`src/rtl/onehot_req_arbiter.sv`:
```
// Round-robin arbiter turning request-line rising edges into a registered one-hot grant.
// Optional saturating overflow counter on port ovf_cnt, enabled by defining ARB_OVF_CNT_EN.
module onehot_req_arbiter #(
  parameter int N = 8  // fixed at 8: grant drives an 8-to-3 encoder
) (
  input  logic         clk,
  input  logic         rst_n,
  input  logic [N-1:0] req_in,
  input  logic         clr,
  output logic [N-1:0] grant,
  output logic         grant_vld,
  input  logic         grant_rdy,
  output logic [N-1:0] pending
`ifdef ARB_OVF_CNT_EN
  ,
  output logic [7:0]   ovf_cnt
`endif
);

  localparam int PW = $clog2(N);

  logic [N-1:0]  req_prev;
  logic [N-1:0]  req_edge;
  logic [PW-1:0] ptr;
  logic [PW-1:0] grant_idx;
  logic          accept;
  logic          load;
  logic [N-1:0]  acc_mask;
  logic [N-1:0]  cand;
  logic          found;
  logic [PW-1:0] win;
  logic [PW-1:0] idx;

  assign req_edge = req_in & ~req_prev;
  assign accept   = grant_vld & grant_rdy;
  assign acc_mask = accept ? grant : '0;
  assign load     = ~grant_vld | accept;
  // The line being accepted this cycle may not win again until its re-pulse lands in pending.
  assign cand     = pending & ~acc_mask;

  always_comb begin
    found = 1'b0;
    win   = '0;
    idx   = '0;
    for (int i = 0; i < N; i++) begin
      idx = ptr + PW'(i);
      if (!found && cand[idx]) begin
        found = 1'b1;
        win   = idx;
      end
    end
  end

  always_ff @(posedge clk or negedge rst_n) begin
    if (!rst_n) begin
      req_prev  <= '0;
      pending   <= '0;
      grant     <= '0;
      grant_vld <= 1'b0;
      grant_idx <= '0;
      ptr       <= '0;
    end else begin
      req_prev <= req_in;
      if (clr) begin
        pending   <= '0;
        grant     <= '0;
        grant_vld <= 1'b0;
      end else begin
        pending <= cand | req_edge;
        if (accept) ptr <= grant_idx + 1'b1;
        if (load) begin
          if (found) begin
            grant     <= {{(N-1){1'b0}}, 1'b1} << win;
            grant_vld <= 1'b1;
            grant_idx <= win;
          end else begin
            grant     <= '0;
            grant_vld <= 1'b0;
          end
        end
      end
    end
  end

`ifdef ARB_OVF_CNT_EN
  logic ovf_hit;
  assign ovf_hit = |(req_edge & cand);

  always_ff @(posedge clk or negedge rst_n) begin
    if (!rst_n) begin
      ovf_cnt <= '0;
    end else if (ovf_hit && ovf_cnt != 8'hFF) begin
      ovf_cnt <= ovf_cnt + 8'd1;
    end
  end
`endif

endmodule

```
`config.mk`:
```
export PLATFORM = sky130hd
export DESIGN_NAME = onehot_req_arbiter
export DESIGN_NICKNAME = d
export VERILOG_FILES = /design/src/rtl/onehot_req_arbiter.sv
export SDC_FILE = /design/constraint.sdc
export NUM_CORES = 1
export LEC_CHECK = 0
export ABC_CLOCK_PERIOD_IN_PS = 8300
export CELL_PAD_IN_SITES_DETAIL_PLACEMENT = 2
export CELL_PAD_IN_SITES_GLOBAL_PLACEMENT = 2
export CORE_MARGIN = 4
export CORE_UTILIZATION = 39
export CTS_BUF_LIST = sky130_fd_sc_hd__clkbuf_4 sky130_fd_sc_hd__clkbuf_8
export CTS_CLUSTER_SIZE = 10
export DETAILED_ROUTE_END_ITERATION = 10
export GPL_TIMING_DRIVEN = 0
export PLACE_DENSITY = 0.9
export SLEW_MARGIN = 10
export SYNTH_ARGS = -nofsm -noshare
export SYNTH_HDL_FRONTEND = slang
export SYNTH_SLANG_ARGS = --single-unit
```
`constraint.sdc`:
```
create_clock -name clk -period 8.3 [get_ports clk]
set_clock_uncertainty 0.15 [all_clocks]
set_input_delay 1.66 -clock clk [delete_from_list [all_inputs] [get_ports clk]]
set_output_delay 1.66 -clock clk [all_outputs]
set_load 0.02 [all_outputs]
```
After elaboration in Yosys (flattened, before gate mapping)
Cells that the tools add are included.
Storage, ports and cells
  register bits: 31
  bits in latches: 0
  RAM bits: 0
  ROM bits: 0
  input port bits: 12
  output and inout port bits: 17
  logic and storage cells: 89
  memories kept: 0
Cells by class
  $add $sub $neg: 8
  multiply operators: 0
  divide/modulo/power cells: 0
  $lt $le $gt $ge: 8
  eq/ne operators: 0
  shift-type cells: 1
  mux-type cells: 40
  bitwise gates (word level): 9
  reduce and logical (&&, ||, !) cells: 17
Operator list (number)
  8-bit two-way mux: 5
  3-bit by 4-bit less-than comparator with 1-bit output (second input constant): 8
  1-bit binary-select mux with 3-bit select: 8
  3-bit two-way mux: 8
  1-bit two-way mux: 19
  8-bit AND: 2
  8-bit NOT: 2
  3-bit adder (second input constant): 4
  8-bit OR: 1
  1-bit by 3-bit << shifter with 8-bit output (first input constant): 1
  1-bit logical AND: 7
  1-bit logical NOT: 7
  3-bit by 1-bit adder with 3-bit output (second input constant): 2
  3-bit by 2-bit adder with 3-bit output (second input constant): 2
  3-bit AND reduction: 1
  1-bit NOT: 2
  2-bit AND reduction: 1
  2-bit nonzero test: 1
  1-bit AND: 1
  1-bit OR: 1

Longest topological paths before layout
  word-level depth: 32
  depth in mapped cells: 13
  depth with buffers taken out: 10

Least setup slack after synthesis
Ideal clock, no wire load.
  kind: input -> register
  from: input port grant_rdy
  to: register grant[2]
  setup time: 0.110 ns
  arrival: 3.810 ns
  data required time: 8.040 ns
  setup slack: 4.230 ns
  stages: 9
  buffers on the path: 1
  cell sequence: buf_6 > and3_1 > o32a_1 > mux4_2 > nand2_1 > and4b_1 > a32o_1 > a21o_2 > o41ai_1
Between the ends
  word-level cells in the longest chain between the ends: 32
  elaborated cells on any way between the ends: 56
  those cells by class: shift (1); mux (36); bitwise (4); reduce/logical (15)
RTL lines
  from (decl): line 12  | input logic grant_rdy,
  1-bit AND *: line 35  | assign accept = grant_vld & grant_rdy;
  8-bit two-way mux: line 36  | assign acc_mask = accept ? grant : '0;
  8-bit NOT: line 39  | assign cand = pending & ~acc_mask;
  8-bit AND: line 39
  1-bit binary-select mux with 3-bit select: line 47  | if (!found && cand[idx]) begin
  1-bit two-way mux (not written as such): line 47
  1-bit two-way mux: line 47
  1-bit logical NOT: line 47
  (+16 left out)
  1-bit two-way mux: line 47
  1-bit logical NOT: line 47
  1-bit logical AND: line 47
  3-bit two-way mux: line 47
  1-bit by 3-bit << shifter with 8-bit output: line 73  | grant <= {{(N-1){1'b0}}, 1'b1} << win;
  8-bit two-way mux: line 72  | if (found) begin
  8-bit two-way mux: line 71  | if (load) begin
  8-bit two-way mux: line 64  | if (clr) begin
  to (signal assigned): line 73
  to (decl): line 10  | output logic [N-1:0] grant,
Every way passes the cells marked *; elsewhere a longest branch is shown, timed or not. The select of a mux whose other input is x is not followed.
A chain may end at the register's enable or synchronous reset.

Worst setup path after layout
  from: input port grant_rdy
  to: register grant[6]
Same word-level chain as after synthesis.

==> flow_summary.json <==
{
  "synth_largest_type_area_fraction_pct": 32.3,
  "clock_insertion_delay_worst_skew_ps": 290,
  "synth_area_leader_cell": "dfrtp_1",
  "synth.cell_area_um2": 2400,
  "vias_per_cell": 6.99,
  "finalCoreUtilization_pct": 48.3,
  "clock_tree_root_buffer_cell": "clkbuf_8",
  "status": "completed",
  "grt_first_pass_wirelength_um": 17600,
  "synth_edf_count": 0,
  "timing_hold_violations_final": 0,
  "filler_cell_count": 629,
  "remaining_antenna_violation_count_after_routing": 0,
  "holdCritPathClass": "register to register",
  "worstSetupStartpoint": "grant_rdy",
  "regArea_um2": 776,
  "timing.critical_path.required_ps": 8370,
  "synth-warning-count": 0,
  "synthesis.area_per_instance_um2": 9.36,
  "clock_net_sink_count": 31,
  "finalWeightedCongestion": 0.858,
  "drt_first_iter_violations": 246,
  "crit_buf_inv": 1,
  "finalSetupViolCount": 0,
  "hpwlAfterDp_um": 7180,
  "cp_top_family": "compound AO/OA/AOI/OAI gates",
  "leakage_power_nw": 1.14,
  "critical_path.slowest_cell": "o41ai_1",
  "numPortBuffers": 28,
  "ys_seq_area_share_pct": 32.3,
  "global_route.usage.total_pct": 31.3,
  "routed_wirelength_um": 10900,
  "critical_path.endpoint_type": "register",
  "synth_nets": 272,
  "die-area_um2": 7490,
  "critical_path_class": "primary input to register",
  "layoutNonFillerInstCount": 368,
  "grt_pass1_vias": 2898,
  "remaining_drc_errors": 0,
  "initial_utilization_pct": 40.4,
  "postPlaceCellArea_um2": 2770,
  "finalPower_mw": 1.41,
  "fmax_mhz": 192,
  "wl_per_cell_um": 29.6,
  "worst_setup_hold_path_clk_slew_ps": 70,
  "drive_above_1_share_pct": 12.3,
  "worst_setup_path_start_kind": "primary input",
  "core_um2": 5960,
  "hold_path.startpoint": "grant_idx[2]",
  "final.period_utilization_pct": 62.8,
  "cts_buffer_depth": 2,
  "max_slew_margin_pct": 28.2,
  "actual_slew_at_the_worst_max_slew_pin_ps": 1060,
  "async_reset_ff_share_pct": 100,
  "dr.pass1.iters": 4,
  "max_stage_delay_ps": 950,
  "critical-path-top-cell-by-count": "a32o_1",
  "antenna_found_initial": 0,
  "postSynthRegisterBits": 31,
  "numPlacedInstances": 360,
  "max_rail_drop_vdd_v": 0.000207,
  "cts-buffers-inserted": 5,
  "synth_cell_types": 54,
  "cts.htree.levels": 2,
  "placement_rows": 28,
  "cts_resized": 0,
  "die-width_um": 86.5,
  "crit_path_cell_trace": "clkdlybuf4s50_1, nand3_1, a32oi_1, mux4_2, a32o_1, a41o_1, o41ai_1, a32o_1",
  "path_max_fanout": 7,
  "power_density_nw_per_um2": 491,
  "ys.flop_type": "dfrtp_1",
  "route.vias.total": 2572,
  "grt_start_max_net_pins": 32,
  "rsz0062_at_grt": "no",
  "number_of_max_slew_violations_in_the_final_report": 0,
  "area_growth_pct": 19.7,
  "final_instance_area_um2": 2880,
  "num_io_pins": 29,
  "regToRegStartpoint": "ptr[0]",
  "synth_cells": 257,
  "synth_top_cells_by_area": "dfrtp_1, mux4_2, a32o_1",
  "drv.max_cap_violation_count": 0,
  "crit_arrival_ps": 5290,
  "cts_hold_repair.buffers": 0,
  "finalWorstPathRequiredPeriod_ps": 5210,
  "die_y_um": 86.5,
  "grt-ovfl-total": 0,
  "cts_tree": "yes",
  "antennaDiodeCount": 0,
  "cts_setup_buffers": 0,
  "multi_input_area_um2": 1530,
  "timing.setup.tns_ps": 0,
  "fin_nets": 307
}
logic make-up (layout without fill, tap and decap cells):
| kind of cell | after synthesis | after routing | share of synthesized area (%) |
|---|---|---|---|
| AOI/OAI and AO/OA | 88 | 88 | 29.1 |
| adders and majority gates | 3 | 3 | 1.56 |
| xor gates and xnor gates | 6 | 6 | 2.19 |
| DFF | 31 | 31 | 32.3 |
| muxes | 14 | 14 | 10.1 |
| buffers and inverters | 21 | 57 | 4.01 |
| and+or+nand+nor | 94 | 94 | 20.8 |
report_power, final:
part | switching (mW) | internal [mW]
registers | 0.0445 | 0.183
logic | 0.671 | 0.374
clock network | 0.0599 | 0.0790
cells in the mapped netlist, drive strengths merged (7+ instances only):
cell type / number
dfrtp: 31
nand2: 23
nand3: 9
o22ai: 7
a21oi: 16
a32oi: 13
and3: 7
mux4: 8
a32o: 15
buf: 8
inv: 7
nor2: 19
nor2b: 21
final timing paths:
path,slack [ps],end,cells past startpoint
setup / recovery,3090,grant[6],8
hold / removal,380,grant_idx[2],1
setup reg to reg,3510,grant[6],12
hold reg to reg,380,grant_idx[2],1
max in group asynchronous,6270,grant[0],1
min in group asynchronous,1260,req_prev[3],1
flip-flops by register name, summed over array words and instances, names as in the netlist:
signal	cells
pending	8
grant_vld	1
req_prev	8
grant	8
grant_idx	3
ptr	3
metal layers:
layer  GRT usage, %  routed length, µm  part of all wire, %  vias up
met4           12.5                433                  4.0        0
met2           53.1               5370                   49      124
met1           40.3               4610                   42     1329
met3           4.18                497                  4.6       36
met5              0                  0                    0        -
li1               -                  -                    -     1083
area by class of cell:
class	count	area share (%)
Clock buffer	8	3.61
Tap cell	75	3.26
Sequential cell	31	27.0
Buffer	14	2.43
Multi-Input combinational cell	205	53.3
Timing Repair Buffer	28	9.57
Inverter	7	0.913
layout by cell type, fill, tap and decap left out, types with 3 or more instances in the layout:
cell	n
dfrtp_1	31
clkdlybuf4s50_1	27
nand2_1	23
nor2b_1	21
nor2_1	19
a32o_1	15
a21oi_1	14
a32oi_1	13
mux4_2	8
and3_1	7
o22ai_1	7
clkbuf_8	7
buf_2	6
inv_1	6
clkbuf_1	6
nand3_1	5
o21ai_0	5
o41ai_1	5
nand3_2	4
nand2b_1	4
and2_1	4
mux2i_1	4
xnor2_1	3
o32ai_1	3
xor2_1	3
o22a_1	3
a22o_1	3
ha_1	3
metrics by stage:
step	hold WS, ps	setup slack (ps)
global placement	335	3170
global route	386	2920
detailed placement	352	2960
finish	376	3090
floorplan	313	4230
CTS	373	3130
No activity file was read; power rests on OpenSTA's default activity.
